### config.mk
export PLATFORM = sky130hd
export DESIGN_NAME = bcd_display_scan
export DESIGN_NICKNAME = d
export VERILOG_FILES = /design/src/rtl/bcd_display_scan_pkg.sv /design/src/rtl/bcd_display_scan_seg7_decode.sv /design/src/rtl/bcd_display_scan.sv
export SDC_FILE = /design/constraint.sdc
export NUM_CORES = 1
export LEC_CHECK = 0
export BUFFER_PORTS_ARGS = -buffer_cell sky130_fd_sc_hd__clkbuf_2
export CORE_AREA = 2 2 90 92
export CTS_BUF_LIST = sky130_fd_sc_hd__clkbuf_8
export CTS_CLUSTER_DIAMETER = 100
export DETAILED_ROUTE_END_ITERATION = 12
export DIE_AREA = 0 0 92 94
export HOLD_SLACK_MARGIN = 0.08
export PLACE_DENSITY = 0.58
export SLEW_MARGIN = 10
export SYNTH_ARGS = -nofsm -noshare
export SYNTH_HDL_FRONTEND = slang
export SYNTH_SLANG_ARGS = --single-unit
### constraint.sdc
create_clock -name clk -period 5.5 [get_ports clk]
set_input_delay 0.825 -clock clk [delete_from_list [all_inputs] [get_ports clk]]
set_output_delay 0.825 -clock clk [all_outputs]
set_load 0.01 [all_outputs]
### src/rtl/bcd_display_scan_pkg.sv
// Shared constants and types for the multiplexed BCD seven-segment scan driver.
// Segment patterns are active-low {g,f,e,d,c,b,a}.
package bcd_display_scan_pkg;

  localparam logic [6:0] SEG_BLANK = 7'h7F;
  localparam logic [6:0] SEG_MINUS = 7'h3F;
  localparam logic [6:0] SEG_E     = 7'h06;
  localparam logic [6:0] SEG_R     = 7'h2F;

  localparam logic [0:9][6:0] SEG_DIGIT = '{
    7'h40, 7'h79, 7'h24, 7'h30, 7'h19,
    7'h12, 7'h02, 7'h78, 7'h00, 7'h10
  };

  localparam logic [1:0] DIG_UNITS    = 2'd0;
  localparam logic [1:0] DIG_TENS     = 2'd1;
  localparam logic [1:0] DIG_HUNDREDS = 2'd2;
  localparam logic [1:0] DIG_SIGN     = 2'd3;

  typedef struct packed {
    logic       err;
    logic       neg;
    logic [1:0] hund;
    logic [3:0] tens;
    logic [3:0] units;
  } disp_t;

endpackage

### src/rtl/bcd_display_scan_seg7_decode.sv
// Combinational 4-bit value to active-low seven-segment pattern; values above 9 show 'E'.
module seg7_decode
  import bcd_display_scan_pkg::*;
(
  input  logic [3:0] value_i,
  output logic [6:0] seg_o
);

  // NOTE: assign a default first in every always_comb so no path leaves the output unassigned (no latch).
  always_comb begin
    seg_o = SEG_E;
    if (value_i <= 4'd9) seg_o = SEG_DIGIT[value_i];
  end

endmodule

### src/rtl/bcd_display_scan.sv
// 4-digit common-anode scan driver: prescaled digit rotation, leading-zero blanking,
// anti-ghost guard cycle and frame-boundary (tear-free) display updates.
module bcd_display_scan
  import bcd_display_scan_pkg::*;
#(
  parameter int REFRESH_DIV = 50000
) (
  input  logic       clk,
  input  logic       rst_n,
  input  logic [3:0] Units,
  input  logic [3:0] Tens,
  input  logic [1:0] Hundreds,
  input  logic       Negative,
  input  logic       Error,
  input  logic       Load,
  input  logic       Blank,
  output logic [6:0] Segments,
  output logic [3:0] Anodes,
  output logic       Frame
);

  localparam int CNT_W = (REFRESH_DIV > 2) ? $clog2(REFRESH_DIV) : 1;

  logic [CNT_W-1:0] cnt_q, cnt_d;
  logic [1:0]       idx_q, idx_d;
  disp_t            pend_q, pend_d, disp_q, disp_d, live;
  logic             tick, boundary;
  logic [3:0]       dig_val;
  logic [6:0]       dig_seg, seg_d, seg_q;
  logic [3:0]       an_d, an_q;
  logic             frame_q;

  always_comb begin
    live     = '{err: Error, neg: Negative, hund: Hundreds, tens: Tens, units: Units};
    tick     = (cnt_q == CNT_W'(REFRESH_DIV - 1));
    cnt_d    = tick ? '0 : cnt_q + 1'b1;
    idx_d    = tick ? idx_q + 2'd1 : idx_q;
    boundary = tick && (idx_q == DIG_SIGN);
    pend_d   = Load ? live : pend_q;
    // A Load landing on the boundary itself bypasses pending so it is not lost for a frame.
    disp_d   = boundary ? (Load ? live : pend_q) : disp_q;
  end

  // Outputs are built from next-state so segments already carry the new digit in the guard cycle.
  always_comb begin
    case (idx_d)
      DIG_TENS:     dig_val = disp_d.tens;
      DIG_HUNDREDS: dig_val = (disp_d.hund == 2'd3) ? 4'hF : {2'b00, disp_d.hund};
      default:      dig_val = disp_d.units;
    endcase
  end

  seg7_decode u_decode (
    .value_i (dig_val),
    .seg_o   (dig_seg)
  );

  always_comb begin
    seg_d = dig_seg;
    if (disp_d.err) begin
      case (idx_d)
        DIG_SIGN:               seg_d = SEG_E;
        DIG_HUNDREDS, DIG_TENS: seg_d = SEG_R;
        default:                seg_d = SEG_BLANK;
      endcase
    end else begin
      case (idx_d)
        DIG_TENS:     if (disp_d.hund == 2'd0 && disp_d.tens == 4'd0) seg_d = SEG_BLANK;
        DIG_HUNDREDS: if (disp_d.hund == 2'd0) seg_d = SEG_BLANK;
        DIG_SIGN:     seg_d = disp_d.neg ? SEG_MINUS : SEG_BLANK;
        default:      ;
      endcase
    end
    an_d = (tick || Blank) ? 4'hF : ~(4'b0001 << idx_d);
  end

  // NOTE: sequential state uses non-blocking assignments only, so all flops see pre-edge values.
  always_ff @(posedge clk or negedge rst_n) begin
    if (!rst_n) begin
      cnt_q   <= '0;
      idx_q   <= DIG_UNITS;
      pend_q  <= '0;
      disp_q  <= '0;
      seg_q   <= SEG_BLANK;
      an_q    <= 4'hF;
      frame_q <= 1'b0;
    end else begin
      cnt_q   <= cnt_d;
      idx_q   <= idx_d;
      pend_q  <= pend_d;
      disp_q  <= disp_d;
      seg_q   <= seg_d;
      an_q    <= an_d;
      frame_q <= boundary;
    end
  end

  assign Segments = seg_q;
  assign Anodes   = an_q;
  assign Frame    = frame_q;

endmodule
---- Word-level counts from Yosys, hierarchy flattened ----
Memories as Yosys holds them, arrays and structs flattened.
Cells that the tools add are included.
Widths: inputs -> output; s select.
word-level totals
  register bits ........................... 54
  ROM bits ................................ 112
  bits of input ports ..................... 16
  output and inout bits ................... 12
  word-level logic and storage cells ...... 51
  memories kept ........................... 1
memories
  memory           depth  width  read ports  clocked after Yosys merged registers in  wr ports  RTL line                            text
  (no name shown)  16     7      1           0                                        0         bcd_display_scan_seg7_decode.sv:12  if (value_i <= 4'd9) seg_o = SEG_DIGIT[value_i];
cells by class
  add/subtract/negate cells ............... 2
  $lt $le $gt $ge ......................... 2
  eq/ne operators ......................... 6
  shift operators ......................... 1
  multiplexer cells ....................... 16
  bitwise logic cells ..................... 2
  reductions and logical operators ........ 6
operators by type and width
  operator               count
  $mux 7                 7
  $mux 12                2
  $pmux 7 s3             1
  $add 16x1->16 const B  1
  $eq 16x16->1 const B   1
  $mux 16                1
  $pmux 7 s2             1
  $eq 2x2->1 const B     4
  $mux 4                 2
  $pmux 4 s2             1
  $ge 5x5->1 const B     1
  $not 4->5              1
  $le 4x4->1 const B     1
  $logic_not 4->1        1
  $not 4->4              1
  $shl 1x2->4 const A    1
  $add 2x1->2 const B    1
  $eq 2x1->1 const B     1
  $logic_and 1x1->1      2
  $logic_not 2->1        1
  $mux 2                 1
  $reduce_or 2->1        1
  $logic_or 1x1->1       1

---- Longest topological paths before layout ----
Gate-level depths: netlist of run 1.
  depth in word-level cells ............... 14
  depth in mapped cells ................... 15
  gate-level depth less buffers ........... 13

---- Hierarchy ----
A second synthesis of run 1 with hierarchy kept.
second synthesis, totals
  cell total of the unflattened synthesis .. 262
  area, all modules ....................... 2,837.7 um2
modules (own cells, without submodules)
  module            times used  cells each  area each (um2)  sequential area each (um2)
  bcd_display_scan  1           235         2,597.5          1,365.1
  seg7_decode       1           27          240.2            0.0

---- Worst setup path before layout of run 1 ----
No wires, ideal clock.
  kind .................................... flip-flop to flip-flop
  from .................................... register cnt_q[4]
  to ...................................... register seg_q[6], in the netlist Segments[6]
  setup time .............................. 0.080 ns
  data arrival time ....................... 3.754 ns
  required time ........................... 5.420 ns
  setup slack ............................. 1.666 ns
  stages on the path, launching flop included .. 15
  path buffers ............................ 2
  clock period less this slack ............ 3.834 ns
  cells stage by stage .................... dfrtp_1 -> or4b_4 -> nor4_1 -> clkbuf_1 -> xor2_1 -> inv_1 -> ha_1 -> clkbuf_1 -> a221oi_1 -> a21o_1 -> inv_1 -> ha_1 -> o32ai_1 -> a211oi_1 -> o22a_1
between the ends
  elaborated cells between the ends (all ways) .. 26
  those cells by class .................... 1 x order compare; 5 x eq/ne; 13 x mux; 1 x bitwise; 5 x reduce/logical; 1 x memory
RTL lines
  what                                             RTL line                                                                text
  from (decl)                                      bcd_display_scan.sv:24                                                  logic [CNT_W-1:0] cnt_q, cnt_d;
  from (signal assigned)                           bcd_display_scan.sv:88                                                  cnt_q <= cnt_d;
  $eq 16x16->1 *                                   bcd_display_scan.sv:35                                                  tick = (cnt_q == CNT_W'(REFRESH_DIV - 1));
  $mux 2 *                                         bcd_display_scan.sv:37                                                  idx_d = tick ? idx_q + 2'd1 : idx_q;
  via idx_d[0]                                     bcd_display_scan.sv:25                                                  logic [1:0] idx_q, idx_d;
  $eq 2x2->1 / $eq 2x1->1 (equally long branches)  bcd_display_scan.sv:46, bcd_display_scan.sv:61, bcd_display_scan.sv:67
  $pmux 4 s2                                       bcd_display_scan.sv:46                                                  case (idx_d)
  $not 4->5 (not written as such)                  bcd_display_scan_seg7_decode.sv:12
  $mem_v2 16x7                                     n/a
  $mux 7 (not written as such) (2 in a row)        bcd_display_scan_seg7_decode.sv:12
  $mux 7                                           bcd_display_scan_seg7_decode.sv:12
  $mux 7, on equally long branches                 bcd_display_scan.sv:69, bcd_display_scan.sv:68
  $pmux 7 s3                                       bcd_display_scan.sv:67                                                  case (idx_d)
  $mux 7 *                                         bcd_display_scan.sv:60                                                  if (disp_d.err) begin
  via seg_d[6]                                     bcd_display_scan.sv:29                                                  logic [6:0] dig_seg, seg_d, seg_q;
  to (signal assigned)                             bcd_display_scan.sv:92                                                  seg_q <= seg_d;
  to (decl)                                        bcd_display_scan.sv:29
The timed path passes the listed nets; every way through them passes the cells marked *. The select of a mux whose other input is x is not followed.

---- Worst setup path after layout of run 1 ----
  from .................................... register cnt_q[4]
  to ...................................... register seg_q[5], in the netlist Segments[5]
Same word-level chain as after synthesis.

==> flow_metrics.env, run 1 <==
export IMPL_p_leak_nw=1.38
export IMPL_clk_pin_slew_ns=0.10
export IMPL_cts_buffers_inserted=5
export IMPL_max_stage_delay_ns=0.58
export IMPL_switching_share=0.220
export IMPL_skew_ns=0.00738
export IMPL_chipWidth_um=92
export IMPL_synth_top_cell_area_share=0.415
export IMPL_worst_slack_ns=1.19
export IMPL_clockRootBuffer="clkbuf_8"
export IMPL_syn_area_um2=2590
export IMPL_yosysMostFrequentCell="dfrtp_1"
export IMPL_syn_nets=249
export IMPL_vias=1697
export IMPL_cts_buffer_depth=2
export IMPL_min_path_type="reg -> reg"
export IMPL_critPathBufInv=3
export IMPL_syn_to_final_growth_pct=14.0
export IMPL_drtIter0Drc=54
export IMPL_synth_ff_type="dfrtp_1"
export IMPL_status="finished clean"
export IMPL_netSwitchingPower_mw=0.147
export IMPL_synth_seq_cells=54
export IMPL_post_cts_buffers=0
export IMPL_synth_edf_count=0
export IMPL_p_int_mw=0.522
export IMPL_synth_cells=219
export IMPL_netlist_top_cells_count="43 x dfrtp_1, 20 x mux2_2, 17 x nor2_1"
export IMPL_placement_io_buffers=27
export IMPL_timing_hold_violations_final=0
export IMPL_cap_violations=0
export IMPL_gp_congestion=0.861
export IMPL_drc=0
export IMPL_clkPwrFrac=0.342
export IMPL_ant_nets=0
export IMPL_detail_route_wl_per_cell_um=13.3
export IMPL_maxSlewViolCount=0
export IMPL_use_met3=0.0185
export IMPL_seq_power_share=0.611
export IMPL_crit_family="simple AND/OR/NAND/NOR gates"
export IMPL_setup_violations_final=0
export IMPL_yosys_area_top_type="dfrtp_1"
export IMPL_cts_tree="done"
export IMPL_finalSetupTns_ns=0
export IMPL_fin_nets=281
export IMPL_hpwl_um=3460
export IMPL_avgSynthCellArea_um2=11.8
export IMPL_cp_required_ns=5.70
export IMPL_final_layout_size_suffix_gt1_frac=0.298
export IMPL_placed_area_um2=2860
export IMPL_worstPathArrival_ns=4.51
export IMPL_pin_count=28
export IMPL_synth_area_leaders="dfrtp_1 41%, dfstp_2 11%, mux2_2 8.7%"
export IMPL_cts_hold_buf=0
export IMPL_cp_end_kind="flop"
export IMPL_overflow=0
export IMPL_vdd_drop_max_uv=94.8
export IMPL_dpl_worst_slack_ns=1.27
export IMPL_finalCriticalPeriod_ns=4.31
export IMPL_wl_um=4700
export IMPL_utilization=0.389
export IMPL_grt_max_degree=55
export IMPL_comb_power_share=0.047
export IMPL_yosysUniqueCellTypes=45
export IMPL_dieArea_um2=8650
export IMPL_initial_core_util=0.341
export IMPL_ys_seq_area_frac=0.526
export IMPL_gr_usage_met1=0.174
export IMPL_insertion_delay_ns=0.30
export IMPL_rsz0062_at_grt="no"
export IMPL_relSlewSlack=0.566
export IMPL_post_cts_resized=0
export IMPL_min_period_over_period=0.783
export IMPL_post_route_cell_area_um2=2960
export IMPL_yosys_warnings=0
export IMPL_die_h_um=94
export IMPL_critPathSlowestCell="nor4_2"
export IMPL_via_per_inst=4.79
export IMPL_rows=32
export IMPL_tightest_slew_ns=0.633
export IMPL_fmax_mhz=232
export IMPL_cp_start_kind="flop"
export IMPL_cp_max_fo=7
export IMPL_cts_sinks=54
export IMPL_core_um2=7610
export IMPL_met2_usage=0.171
export IMPL_path_class="reg -> reg"
export IMPL_cts_htree_levels=2
export IMPL_antenna_cells=0
export IMPL_grt_antenna_before_repair=0
export IMPL_async_flop_share=1.00
export IMPL_grt_most_used_layer="met1"
export IMPL_dr_pass1_iters=4
export IMPL_grt_pass1_vias=1690
export IMPL_powerDensity_nw_per_um2=226
export IMPL_track_usage=0.117
export IMPL_cp_cell_sequence="or4b_4 -> nor4_2 -> buf_4 -> mux2_2 -> ha_1 -> inv_1 -> and2_1 -> a31oi_1 -> inv_1 -> ha_1 -> a21o_1 -> a221oi_1"
export IMPL_grt_pass1_wl_um=8250
[placed cells by master, fill, tap and decap left out, types with 2 or more instances in the layout]
cell	instances
clkbuf_8	6
nor4_1	2
and3_1	3
a31oi_1	3
o311ai_1	2
nand3_1	9
xor2_1	9
nor3_1	4
mux2i_1	6
nor2b_1	2
o21ai_0	4
nor2_1	17
nand2_1	16
inv_1	9
mux2_2	20
a21oi_1	2
o21a_1	2
ha_1	14
a221oi_2	2
clkbuf_2	27
o22ai_1	2
dfstp_2	11
a21o_1	2
xnor2_1	4
dfrtp_1	43
buf_4	3
a221oi_1	2
or3_1	5
[power by group through the flow]
stage                     combinational, mW  sequential (mW)  clock (mW)
after floorplan                      0.0148            0.416           0
after detailed placement             0.0325            0.416           0
after CTS                            0.0328            0.409       0.240
after global routing                 0.0364            0.410       0.253
after global placement               0.0323            0.416           0
final                                0.0313            0.409       0.228
[sequential cells by signal, indices dropped and copies added (netlist names)]
signal    count
Frame         1
Anodes        4
idx_q         2
Segments      7
cnt_q        16
disp_q       12
pend_q       12
[metrics by stage]
step,std cells,hold WS [ns],power [mW]
final,354,0.471,0.668
after global routing,354,0.493,0.699
after CTS,354,0.474,0.681
after global placement,346,0.456,0.448
after detailed placement,346,0.458,0.449
after floorplan,219,0.433,0.431
[routing by layer]
metal | part of all wire | up-vias
li1 | - | 840
met1 | 0.52 | 809
met2 | 0.43 | 42
met3 | 0.035 | 6
met4 | 0.015 | 0
met5 | 0 | -
[final timing paths]
path	from	end	slack, ns	cells after the start
worst min-delay path	cnt_q[0]$_DFF_PN0_	cnt_q[0]$_DFF_PN0_	0.47	1
min in group asynchronous	rst_n	disp_q[3]$_DFF_PN0_	0.62	2
worst max register to register	cnt_q[4]$_DFF_PN0_	Segments[5]$_DFF_PN1_	1.19	12
worst max-delay path	cnt_q[4]$_DFF_PN0_	Segments[5]$_DFF_PN1_	1.19	12
max in group asynchronous	rst_n	cnt_q[10]$_DFF_PN0_	4.42	2
worst min register to register	cnt_q[0]$_DFF_PN0_	cnt_q[0]$_DFF_PN0_	0.47	1
[layout make-up]
type	instances	area (um^2)
Inverter	9	33.8
Clock inverter	2	12.5
Fill cell	769	4650
Timing Repair Buffer	30	158
Multi-Input combinational cell	151	1180
Tap cell	102	128
Clock buffer	6	82.6
Sequential cell	54	1370
[worst register-to-register path: cells and delay by family (launching register included)]
| kind | cells | cell delay (ns) |
|---|---|---|
| AOI/OAI and AO/OA | 3 | 0.90 |
| muxes | 1 | 0.39 |
| DFF | 1 | 0.43 |
| adders and majority gates | 2 | 0.64 |
| and+or+nand+nor | 3 | 1.30 |
| buffers and inverters | 3 | 0.56 |
[kinds of logic (layout without fill, tap and decap cells)]
group / count (synthesis) / count (layout) / share of synthesized area
flip-flops: 54 / 54 / 0.526
AND/OR/NAND/NOR: 69 / 69 / 0.141
XOR/XNOR: 13 / 13 / 0.0439
adder cells (fa/ha/maj): 14 / 14 / 0.0675
multiplexers: 28 / 28 / 0.120
AO/OA/AOI/OAI: 27 / 27 / 0.0796
buffers and inverters: 14 / 47 / 0.0217
Power figures use the tool's default switching activity.
==> inputs of run 2 (changes only) <==
clock period = 4.2 ns   (was 5.5 ns; I/O delays follow)
==> flow_metrics.env, run 2 (same netlist as run 1, synthesis figures left out) <==
export IMPL_core_um2=7610
export IMPL_hpwl_um=3540
export IMPL_die_h_um=94
export IMPL_multi_input_area_um2=1180
export IMPL_layout_common_cells="43 x dfrtp_1, 27 x clkbuf_2, 20 x mux2_2"
export IMPL_via_per_inst=4.87
export IMPL_cap_violations=0
export IMPL_skew_ns=0.00483
export IMPL_initial_core_util=0.341
export IMPL_r2r_slack_ns=0.29
export IMPL_netSwitchingPower_mw=0.184
export IMPL_placement_io_buffers=27
export IMPL_cts_hold_buf=0
export IMPL_insertion_delay_ns=0.30
export IMPL_cts_buffers_inserted=5
export IMPL_pin_count=28
export IMPL_cp_required_ns=4.40
export IMPL_n_fill_cell=778
export IMPL_vias=1732
export IMPL_syn_to_final_growth_pct=14.2
export IMPL_final_layout_size_suffix_gt1_frac=0.295
export IMPL_status="finished clean"
export IMPL_relSlewSlack=0.552
export IMPL_worstPathArrival_ns=4.12
export IMPL_switching_share=0.218
export IMPL_tightest_slew_ns=0.673
export IMPL_grt_max_degree=55
export IMPL_clkPwrFrac=0.317
export IMPL_ant_nets=0
export IMPL_antenna_cells=0
export IMPL_cts_htree_levels=2
export IMPL_instances_no_fill=356
export IMPL_cts_tree="done"
export IMPL_reg2regPathDepth=11
export IMPL_rsz0062_at_grt="no"
export IMPL_maxSlewViolCount=0
export IMPL_min_path_type="in -> async"
export IMPL_p_int_mw=0.661
export IMPL_hold_slack_ns=0.435
export IMPL_clockRootBuffer="clkbuf_8"
export IMPL_detail_route_wl_per_cell_um=13.8
export IMPL_chipWidth_um=92
export IMPL_reg2reg_to="Segments[5]$_DFF_PN1_"
export IMPL_grt_pass1_vias=1773
export IMPL_top_register="cnt_q"
export IMPL_grt_pass1_wl_um=8650
export IMPL_dieArea_um2=8650
export IMPL_fmax_mhz=255
export IMPL_overflow=0
export IMPL_cp_end_kind="flop"
export IMPL_r2r_start="cnt_q[4]$_DFF_PN0_"
export IMPL_drtIter0Drc=93
export IMPL_vdd_drop_max_uv=119
export IMPL_critical_path_endpoint="Segments[5]$_DFF_PN1_"
export IMPL_setup_violations_final=0
export IMPL_wl_um=4910
export IMPL_grt_antenna_before_repair=0
export IMPL_powerDensity_nw_per_um2=285
export IMPL_placed_cells_incl_taps=349
export IMPL_largest_registers="cnt_q x16, disp_q x12, pend_q x12"
export IMPL_clk_pin_slew_ns=0.09
export IMPL_dr_pass1_iters=4
export IMPL_cts_buffer_depth=2
export IMPL_largest_register_ffs=16
export IMPL_cp_start_kind="flop"
export IMPL_post_cts_buffers=0
export IMPL_rows=32
export IMPL_final_common_cell="dfrtp_1"
export IMPL_finalCriticalPeriod_ns=3.91
export IMPL_fin_nets=284
export IMPL_track_usage=0.125
export IMPL_finalSetupTns_ns=0
export IMPL_min_period_over_period=0.932
export IMPL_seq_power_share=0.634
export IMPL_cts_sinks=54
export IMPL_gp_congestion=0.799
export IMPL_utilization=0.389
export IMPL_path_class="reg -> reg"
export IMPL_seq_area_um2=1370
export IMPL_timing_hold_violations_final=0
export IMPL_cp_max_fo=8
export IMPL_p_leak_nw=1.39
export IMPL_drc=0
export IMPL_cp_startpoint="cnt_q[4]$_DFF_PN0_"
export IMPL_post_cts_resized=0
export IMPL_comb_power_share=0.049
run 2: layout make-up:
| class | count | area share |
|---|---|---|
| multi-input cells | 151 | 0.398 |
| repair buffers | 33 | 0.0608 |
| inverters | 9 | 0.0114 |
| well taps | 102 | 0.0431 |
| flip-flops and latches | 54 | 0.461 |
| clock inverters | 2 | 0.00253 |
| clock buffers | 5 | 0.0232 |
run 2: worst min-delay path by stage:
| stage | from | to | slack (ns) | cells after the start |
|---|---|---|---|---|
| floorplan | rst_n | Frame$_DFF_PN0_ | 0.33 | 0 |
| global placement | cnt_q[0]$_DFF_PN0_ | cnt_q[0]$_DFF_PN0_ | 0.46 | 1 |
| detailed placement | cnt_q[0]$_DFF_PN0_ | cnt_q[0]$_DFF_PN0_ | 0.47 | 1 |
| CTS | rst_n | cnt_q[1]$_DFF_PN0_ | 0.47 | 2 |
| global route | rst_n | disp_q[3]$_DFF_PN0_ | 0.50 | 2 |
| finish | rst_n | disp_q[3]$_DFF_PN0_ | 0.43 | 2 |
run 2: power groups by stage:
stage	combinational (mW)	clock, mW	sequential, mW
2_1_floorplan	0.0194	0	0.545
3_3_place_gp	0.0421	0	0.545
3_5_place_dp	0.0430	0	0.545
4_1_cts	0.0430	0.279	0.535
5_1_grt	0.0476	0.304	0.537
6_report	0.0414	0.268	0.535
run 2: metrics by stage:
stage	power, mW	area [um^2]	worst slack, ns
2_1_floorplan	0.564	2590	0.366
3_3_place_gp	0.587	2890	0.417
3_5_place_dp	0.588	2890	0.343
4_1_cts	0.858	2960	0.257
5_1_grt	0.888	2960	0.00214
6_report	0.844	2960	0.286
run 2: per-layer routing:
metal,wire length (um),up-vias,global-route usage,part of all wire
li1,-,846,-,-
met1,2520,848,0.182,0.51
met2,2150,31,0.185,0.44
met3,160,7,0.0233,0.033
met4,75,0,0.0448,0.015
met5,0,-,0,0
run 2: worst max-delay path, cell delays in order, from the launching register on:
cell and delay, ns:
dfrtp_1 0.43, or4b_4 0.58, nor4_2 0.42, mux2_2 0.43, inv_1 0.12, ha_1 0.37
nand2_1 0.12, a31oi_1 0.46, inv_1 0.16, ha_1 0.25, a21o_1 0.16, a221oi_1 0.32
